$ cat config.mk
export PLATFORM = sky130hd
export DESIGN_NAME = net_tx_arbiter
export DESIGN_NICKNAME = d
export VERILOG_FILES = /design/src/rtl/net_tx_arbiter.sv
export SDC_FILE = /design/constraint.sdc
export NUM_CORES = 1
export LEC_CHECK = 0
export ABC_CLOCK_PERIOD_IN_PS = 2600
export BUFFER_PORTS_ARGS = -buffer_cell sky130_fd_sc_hd__buf_2
export CAP_MARGIN = 40
export CORE_AREA = 4 4 274 276
export DETAILED_ROUTE_END_ITERATION = 10
export DIE_AREA = 0 0 278 280
export SKIP_CTS_REPAIR_TIMING = 1
export SLEW_MARGIN = 20
export SYNTH_ARGS = -nofsm -noshare
export SYNTH_HDL_FRONTEND = slang
export SYNTH_SLANG_ARGS = --single-unit
$ cat constraint.sdc
create_clock -name apclk -period 2.6 [get_ports apclk]
set_clock_uncertainty 0.05 [all_clocks]
set_input_delay 0.52 -clock apclk [delete_from_list [all_inputs] [get_ports apclk]]
set_output_delay 0.52 -clock apclk [all_outputs]
set_load 0.005 [all_outputs]
$ cat src/rtl/net_tx_arbiter.sv
// net_tx_arbiter: packet-level round-robin arbiter of N_SRC AXI-Stream sources onto one net-bound stream through a skid slice
module net_tx_arbiter #(
  parameter int N_SRC       = 4,
  parameter int TIMEOUT_CYC = 1024,
  parameter int CNT_W       = 16
) (
  input  logic                  apclk,
  input  logic                  apresetn,
  input  logic [N_SRC*64-1:0]   s_axis_tdata,
  input  logic [N_SRC*8-1:0]    s_axis_tkeep,
  input  logic [N_SRC*64-1:0]   s_axis_tuser,
  input  logic [N_SRC-1:0]      s_axis_tlast,
  input  logic [N_SRC-1:0]      s_axis_tvalid,
  output logic [N_SRC-1:0]      s_axis_tready,
  output logic [63:0]           m_axis_tdata,
  output logic [7:0]            m_axis_tkeep,
  output logic [63:0]           m_axis_tuser,
  output logic                  m_axis_tlast,
  output logic                  m_axis_tvalid,
  input  logic                  m_axis_tready,
  output logic [2:0]            grant_id,
  output logic                  busy,
  output logic [CNT_W-1:0]      abort_count
);
  typedef enum logic [1:0] {IDLE, XFER, DRAIN} stateE;
  localparam logic [31:0] TMO = TIMEOUT_CYC;
  stateE state;
  logic [2:0] grant, ptr, arbIdx, nextPtr;
  logic [31:0] stallCnt;
  logic [CNT_W-1:0] abortCnt;
  logic [N_SRC-1:0] rot;
  logic anyValid, srcValid, readyGrant, srcAccept, abortNow, push, sliceReady;
  logic outValid, skidValid;
  logic [136:0] srcBeat, pushBeat, outBeat, skidBeat;
  assign rot = N_SRC'({s_axis_tvalid, s_axis_tvalid} >> ptr);
  always_comb begin
    anyValid = |s_axis_tvalid;
    arbIdx = ptr;
    for (int k = N_SRC - 1; k >= 0; k--)
      if (rot[k]) arbIdx = 3'((int'(ptr) + k) % N_SRC);
  end
  always_comb begin
    srcValid = 1'b0;
    srcBeat = '0;
    for (int i = 0; i < N_SRC; i++)
      if (grant == 3'(i)) begin
        srcValid = s_axis_tvalid[i];
        srcBeat = {s_axis_tdata[i*64 +: 64], s_axis_tkeep[i*8 +: 8], s_axis_tuser[i*64 +: 64], s_axis_tlast[i]};
      end
  end
  assign sliceReady = !skidValid;
  assign abortNow = (TMO != 32'd0) && (state == XFER) && (stallCnt >= TMO);
  assign readyGrant = (state == XFER) ? (sliceReady && !abortNow) : (state == DRAIN);
  assign srcAccept = srcValid && readyGrant;
  assign push = (state == XFER) && sliceReady && (abortNow || srcValid);
  assign pushBeat = abortNow ? {64'd0, 8'h01, 64'h1, 1'b1} : srcBeat;
  assign nextPtr = (grant == 3'(N_SRC - 1)) ? 3'd0 : grant + 3'd1;
  always_comb begin
    s_axis_tready = '0;
    for (int i = 0; i < N_SRC; i++)
      s_axis_tready[i] = readyGrant && (grant == 3'(i));
  end
  // the skid entry catches the one beat accepted while the output is stalled
  always_ff @(posedge apclk or negedge apresetn) begin
    if (!apresetn) begin
      outValid <= 1'b0;
      skidValid <= 1'b0;
      outBeat <= '0;
      skidBeat <= '0;
    end else if (!outValid || m_axis_tready) begin
      outValid <= skidValid || push;
      if (skidValid) outBeat <= skidBeat;
      else if (push) outBeat <= pushBeat;
      skidValid <= 1'b0;
    end else if (push) begin
      skidBeat <= pushBeat;
      skidValid <= 1'b1;
    end
  end
  always_ff @(posedge apclk or negedge apresetn) begin
    if (!apresetn) begin
      state <= IDLE;
      grant <= 3'd0;
      ptr <= 3'd0;
      stallCnt <= 32'd0;
      abortCnt <= '0;
    end else begin
      case (state)
        IDLE:
          if (anyValid) begin
            grant <= arbIdx;
            stallCnt <= 32'd0;
            state <= XFER;
          end
        XFER:
          if (abortNow) begin
            if (sliceReady) begin
              state <= DRAIN;
              if (!(&abortCnt)) abortCnt <= abortCnt + 1'b1;
            end
          end else if (srcAccept) begin
            stallCnt <= 32'd0;
            if (srcBeat[0]) begin
              ptr <= nextPtr;
              state <= IDLE;
            end
          end else if (!srcValid) stallCnt <= stallCnt + 32'd1;
        DRAIN:
          if (srcAccept && srcBeat[0]) begin
            ptr <= nextPtr;
            state <= IDLE;
          end
        default: state <= IDLE;
      endcase
    end
  end
  assign {m_axis_tdata, m_axis_tkeep, m_axis_tuser, m_axis_tlast} = outBeat;
  assign m_axis_tvalid = outValid;
  assign grant_id = grant;
  assign busy = (state != IDLE);
  assign abort_count = abortCnt;
endmodule

==> impl_metrics.tcl, run 1 <==
set metrics [dict create \
    fin_nets 3285 \
    die_h_microns 280 \
    grt_antenna_before_repair 6 \
    drtIter0Drc 1177 \
    cp_top_family "simple AND/OR/NAND/NOR gates" \
    min_from "s_axis_tuser[226]" \
    violations "negative setup slack" \
    cts.clk_slew.worst_paths_ps 60 \
    yosysTopAreaCell "dfrtp_1" \
    synth_cell_types 55 \
    hold_viol 0 \
    r2r_end "outBeat[4]" \
    dp_slack_ps -133 \
    clock_latency_ps 550 \
    cp.required_ps 2030 \
    setup_ws_ps -132 \
    synthFlopType "dfrtp_1" \
    track_usage 0.174 \
    die_width_microns 278 \
    grt_pass1_vias 17657 \
    syn-cell-area_sq_mm 0.0179 \
    drtPass1Iterations 4 \
    grt_util_met2 0.291 \
    area.growth.synth_to_final_pct 41.3 \
    htreeDepth 2 \
    fin_crit_ps 2730 \
    hp-class "in2reg" \
    place_area_sq_mm 0.0236 \
    cts_inserted_buffers 40 \
    ys_ff_latch 332 \
    hold_path_end "skidBeat[35]" \
    hpwl_mm 54.9 \
    vias_per_cell 4.88 \
    route.vias.total 18140 \
    fin_crit_sh 1.05 \
    rr_startpoint "grant_id[0]" \
    post_drt_wl_per_cell_microns 19.6 \
    async_reset_ff_frac 1.00 \
    r2r.worst_path.cells 10 \
    ioPinCount 717 \
    ant_nets 0 \
    coreArea_sq_mm 0.0726 \
    worstPathCellList "nor4_2 -> buf_4 -> nand4_1 -> nor2_4 -> a21oi_4 -> buf_6 -> nor2b_1 -> buf_2" \
    drc 0 \
    grt.met1_usage 0.227 \
    worst_path_max_delay_cell "dfrtp_1" \
    reg2reg_setup_slack_ps 60 \
    gp_congestion 0.939 \
    synth_top_area_frac 0.464 \
    synth_edf_count 0 \
    io_buffers 716 \
    crit_buf_inv 3 \
    hold_depth 3 \
    grt_pass1_wl_mm 107 \
    cap_viol_max_count 0 \
    setup_viol_count_final 4 \
    worst-slew-pin-transition_ps 787 \
    p_leak_nw 12.2 \
    finalInstanceArea_sq_mm 0.0253 \
    wl_mm 73.0 \
    cts_sinks 332 \
    worstSetupEndpointType "output pin" \
    relSlewSlack 0.475 \
    drive_above_1_share 0.360 \
    cts_tree "built" \
    yosys_warnings 0 \
    use_met3 0.0325 \
    initial_utilization 0.247 \
    ir_worst_vdd_mv 0.858 \
    synthTopCellsByArea "dfrtp_1 46%, mux2i_1 7.5%, a221oi_1 6.7%" \
    dieArea_sq_mm 0.0778 \
    grt-busiest-layer "met2" \
    syn_nets 2535 \
    synth_cells 1973 \
    p_per_area_mw_per_mm2 1330 \
    cts-root-buf "clkbuf_16" \
    status "finished with violations" \
    rsz0062_at_grt "yes" \
    clockBufferDepth 3 \
    ys_seq_area_frac 0.464 \
    grt_max_degree 87 \
    overflow 0 \
    crit_path_max_fanout 3 \
    critPathArrivalTime_ps 2160 \
    fp-row-count 99 \
    synth_area_per_cell_sq_um 9.08 \
    slowest_delay_ps 390 \
    criticalPathCategory "reg2out" \
    slew_viol_final 0 \
    worst_setup_path_start_kind "register" \
    fmax_mhz 366 \
]
-- worst max path at each step --
stage	from	cells past startpoint	to
detailed placement	grant_id[1]	12	outBeat[88]
CTS	stallCnt[12]	8	s_axis_tready[3]
floorplan	grant_id[0]	11	outBeat[100]
global placement	grant_id[1]	12	outBeat[88]
finish	stallCnt[30]	8	s_axis_tready[1]
global route	stallCnt[19]	6	s_axis_tready[0]
-- worst register-to-register path, stage by stage (launching register included) --
cell	delay [ps]
dfrtp_2	420
inv_2	70
ha_1	210
nor3b_4	170
buf_12	190
buf_4	380
a221oi_1	350
nor3_1	80
a21oi_1	180
mux2i_1	100
a22o_1	220
-- cell usage after synthesis, types with 2 or more instances --
cell type,instances
a211oi_1,4
a21oi_1,153
a221oi_1,137
a22o_1,133
a31oi_1,10
and2_1,21
and3_1,7
and4_1,2
buf_1,14
buf_2,38
buf_4,14
clkbuf_1,100
clkbuf_2,4
dfrtp_1,332
ha_1,7
inv_1,143
mux2_2,4
mux2i_1,135
nand2_1,165
nand2b_1,11
nand3_1,12
nand4_1,8
nor2_1,159
nor2_4,2
nor2b_1,10
nor3_1,139
nor3b_1,2
nor4_1,7
o21ai_0,116
o21ai_1,41
o31a_1,3
o31ai_1,3
or3_1,2
xnor2_1,12
xor2_1,3
-- area by class of cell --
| cell class | count | area, sq um |
|---|---|---|
| well taps | 959 | 1200 |
| clock buffers | 55 | 1170 |
| inverters | 143 | 537 |
| multi-input cells | 1327 | 8500 |
| diodes | 5 | 12.5 |
| fillers | 7505 | 47300 |
| flip-flops and latches | 332 | 8310 |
| clock inverters | 16 | 225 |
| repair buffers | 879 | 5350 |
-- stage by stage --
step           std cells  power, mW   util  hold slack (ps)  TNS [ps]
2_1_floorplan       1973       19.5      -              174         0
3_3_place_gp        3625       27.3  0.325              409      -243
3_5_place_dp        3626       27.6  0.325              415      -313
4_1_cts             3697       33.7  0.344             -159     -1350
5_1_grt             3715       36.3  0.349              187     -1000
6_report            3716       33.7  0.349              226      -439
-- power breakdown --
part / leakage (nW) / internal (mW) / switching (mW)
logic: 7.21 / 8.54 / 11.1
registers: 4.31 / 7.09 / 1.08
clock network: 0.684 / 3.64 / 2.31
-- layout by cell type, fill, tap and decap left out, types with 4 or more instances in the layout --
cell type,instances
ha_1,6
clkinv_2,5
mux2_2,4
nor2_1,157
clkbuf_8,9
xnor2_1,12
buf_2,715
mux2i_1,135
a21oi_1,146
bufinv_16,5
nor3_1,139
a221oi_1,130
nand3_1,12
o21ai_0,115
buf_4,120
dfrtp_1,330
and2_1,20
nor4_1,5
a31oi_1,10
a22o_1,133
buf_12,38
diode_2,5
clkbuf_16,44
o21ai_1,42
a221oi_2,6
a21oi_2,6
nor2b_1,7
and3_1,7
clkbuf_1,5
nand2b_1,10
nand2_1,165
nand4_1,8
inv_1,141
-- cells by family after synthesis --
logic type | count (synthesis) | share of synthesized area
and+or+nand+nor | 556 | 0.141
buffers and inverters | 314 | 0.0721
DFF | 332 | 0.464
muxes | 140 | 0.0786
AOI/OAI and AO/OA | 609 | 0.232
xor gates and xnor gates | 15 | 0.00734
adders and majority gates | 7 | 0.00489
-- per-layer routing --
layer / part of all wire / routed length [microns]
met1: 0.42 / 30900
met5: 0 / 0
met3: 0.063 / 4570
met4: 0.036 / 2600
met2: 0.48 / 34900
-- registers in the layout, summed over array words and instances, names as in the netlist --
name           cells
skidBeat         137
state              2
grant_id           3
outBeat          137
abort_count       16
stallCnt          32
skidValid          1
ptr                3
m_axis_tvalid      1
No activity file was read; power rests on OpenSTA's default activity.
==> inputs of run 2 (changes only) <==
--- a/config.mk
+++ b/config.mk
@@ -5,12 +5,13 @@
 export SDC_FILE = /design/constraint.sdc
 export NUM_CORES = 1
 export LEC_CHECK = 0
-export ABC_CLOCK_PERIOD_IN_PS = 2600
+export ABC_CLOCK_PERIOD_IN_PS = 2200
 export BUFFER_PORTS_ARGS = -buffer_cell sky130_fd_sc_hd__buf_2
 export CAP_MARGIN = 40
 export CORE_AREA = 4 4 274 276
 export DETAILED_ROUTE_END_ITERATION = 10
 export DIE_AREA = 0 0 278 280
+export GPL_ROUTABILITY_DRIVEN = 0
 export SKIP_CTS_REPAIR_TIMING = 1
 export SLEW_MARGIN = 20
 export SYNTH_ARGS = -nofsm -noshare
==> constraint.sdc (replaced) <==
create_clock -name apclk -period 2.2 [get_ports apclk]
set_clock_uncertainty 0.05 [all_clocks]
set_input_delay 0.44 -clock apclk [delete_from_list [all_inputs] [get_ports apclk]]
set_output_delay 0.44 -clock apclk [all_outputs]
set_load 0.005 [all_outputs]
==> impl_metrics.tcl, run 2 (synthesis gave the netlist of run 1 again) <==
set metrics [dict create \
    io_buffers 716 \
    grt_pass1_wl_mm 107 \
    worst-path-stages 8 \
    cp_top_family "simple AND/OR/NAND/NOR gates" \
    reg_top3 "outBeat x137, skidBeat x137, stallCnt x32" \
    fin_crit_sh 1.22 \
    hold_depth 3 \
    clock_latency_ps 560 \
    hpwl_mm 55.0 \
    cts-root-buf "clkbuf_16" \
    initial_utilization 0.247 \
    dp_slack_ps -487 \
    reg2reg_setup_slack_ps -310 \
    p_leak_nw 14.2 \
    dieArea_sq_mm 0.0778 \
    layout_commonest_cell "buf_2" \
    combPwrFrac 0.670 \
    vias_per_cell 4.98 \
    drc 0 \
    sequentialPowerShare 0.196 \
    fin_nets 3492 \
    min_from "s_axis_tuser[196]" \
    relSlewSlack 0.559 \
    dp_cells 3721 \
    die_width_microns 278 \
    worstPathCellList "nor4_2 -> buf_4 -> nand4_1 -> nor2_4 -> a21oi_2 -> buf_6 -> nor2_4 -> buf_6" \
    p_sw_mw 22.2 \
    r2r_end "outBeat[133]" \
    cts_inserted_buffers 39 \
    drtPass1Iterations 5 \
    setup_ws_ps -483 \
    post_drt_wl_per_cell_microns 22.4 \
    critPathArrivalTime_ps 2190 \
    fp-row-count 99 \
    criticalPathCategory "reg2out" \
    hp-class "in2reg" \
    cts_tree "built" \
    sw_frac_of_total 0.431 \
    cp.required_ps 1710 \
    slowest_delay_ps 390 \
    finalSetupTns_ps -68170 \
    route.vias.total 19510 \
    worst_path_max_delay_cell "dfrtp_1" \
    violations "negative setup slack" \
    cap_viol_max_count 0 \
    drive_above_1_share 0.516 \
    overflow 0 \
    ant_nets 0 \
    ioPinCount 717 \
    clkPwrFrac 0.134 \
    worst_setup_path_start_kind "register" \
    htreeDepth 2 \
    hold_viol 0 \
    cts.clk_slew.worst_paths_ps 60 \
    clockBufferDepth 3 \
    grt_pass1_vias 18104 \
    fmax_mhz 373 \
    grt_antenna_before_repair 0 \
    track_usage 0.174 \
    slew_viol_final 0 \
    crit_path_max_fanout 4 \
    num-fill-cells 7054 \
    rsz0062_at_grt "yes" \
    worstSetupEndpointType "output pin" \
    cts_sinks 332 \
    p_per_area_mw_per_mm2 1720 \
    setup_viol_count_final 287 \
    p_int_mw 29.3 \
    wl_mm 87.9 \
    worstSetupStartpoint "stallCnt[24]" \
    coreArea_sq_mm 0.0726 \
    status "finished with violations" \
    die_h_microns 280 \
    grt_max_degree 74 \
    worst-slew-pin-transition_ps 661 \
    fin_crit_ps 2680 \
    fin_cells 3920 \
    r2r.worst_path.cells 13 \
    drtIter0Drc 1383 \
    rr_startpoint "grant_id[0]" \
    hold_path_end "skidBeat[5]" \
    p_total_mw 51.6 \
    crit_buf_inv 3 \
    ir_worst_vdd_mv 0.747 \
    final_cell_mix "714 x buf_2, 329 x dfrtp_1, 205 x buf_4" \
    area.growth.synth_to_final_pct 67.2 \
]
run 2: cell types whose count changed in the layout (fill, tap and decap cells not counted), sizes merged:
cell and delta:
inv -1, diode -4, buf +168, clkinv +3, clkbuf +38
run 2: worst min-delay path, cell delays in order:
cell and delay (ps):
buf_2 80, a21oi_2 50, o21ai_2 100
run 2: cell type report:
class / instances / area (sq um) / share of cell area
clock inverter: 18 / 246 / 0.00823
inverter: 143 / 542 / 0.0181
multi-input combinational: 1327 / 10300 / 0.343
antenna: 1 / 2.50 / 0.0000836
timing repair buffer: 1087 / 8280 / 0.276
sequential: 332 / 8310 / 0.278
clock buffer: 53 / 1100 / 0.0367
tap: 959 / 1200 / 0.0401
run 2: worst max path at each step:
stage,slack [ps],to
after floorplan,10,outBeat[1]
after global placement,-480,outBeat[91]
after detailed placement,-490,outBeat[91]
after CTS,-840,s_axis_tready[3]
after global routing,-630,s_axis_tready[3]
final,-480,s_axis_tready[3]
run 2: power by group through the flow:
stage,registers [mW],clock network [mW],logic [mW]
floorplan,9.49,0,13.5
global placement,9.76,0,23.8
detailed placement,9.76,0,24.1
CTS,9.69,7.06,24.1
global route,10.3,7.34,36.9
finish,10.1,6.90,34.5
run 2: metrics by stage:
step,instance area (sq um),hold slack [ps],utilization
2_1_floorplan,17900,94.4,-
3_3_place_gp,24300,343,0.335
3_5_place_dp,24300,338,0.335
4_1_cts,25700,-277,0.354
5_1_grt,29900,95.1,0.412
6_report,29900,110,0.412
run 2: routing by layer:
| layer | vias to the layer above | track usage | routed length, microns |
|---|---|---|---|
| met3 | 116 | 0.0265 | 5580 |
| met1 | 9524 | 0.229 | 36700 |
| met4 | 0 | 0.0563 | 2390 |
| li1 | 9065 | - | - |
| met5 | - | 0 | 0 |
| met2 | 805 | 0.294 | 43200 |
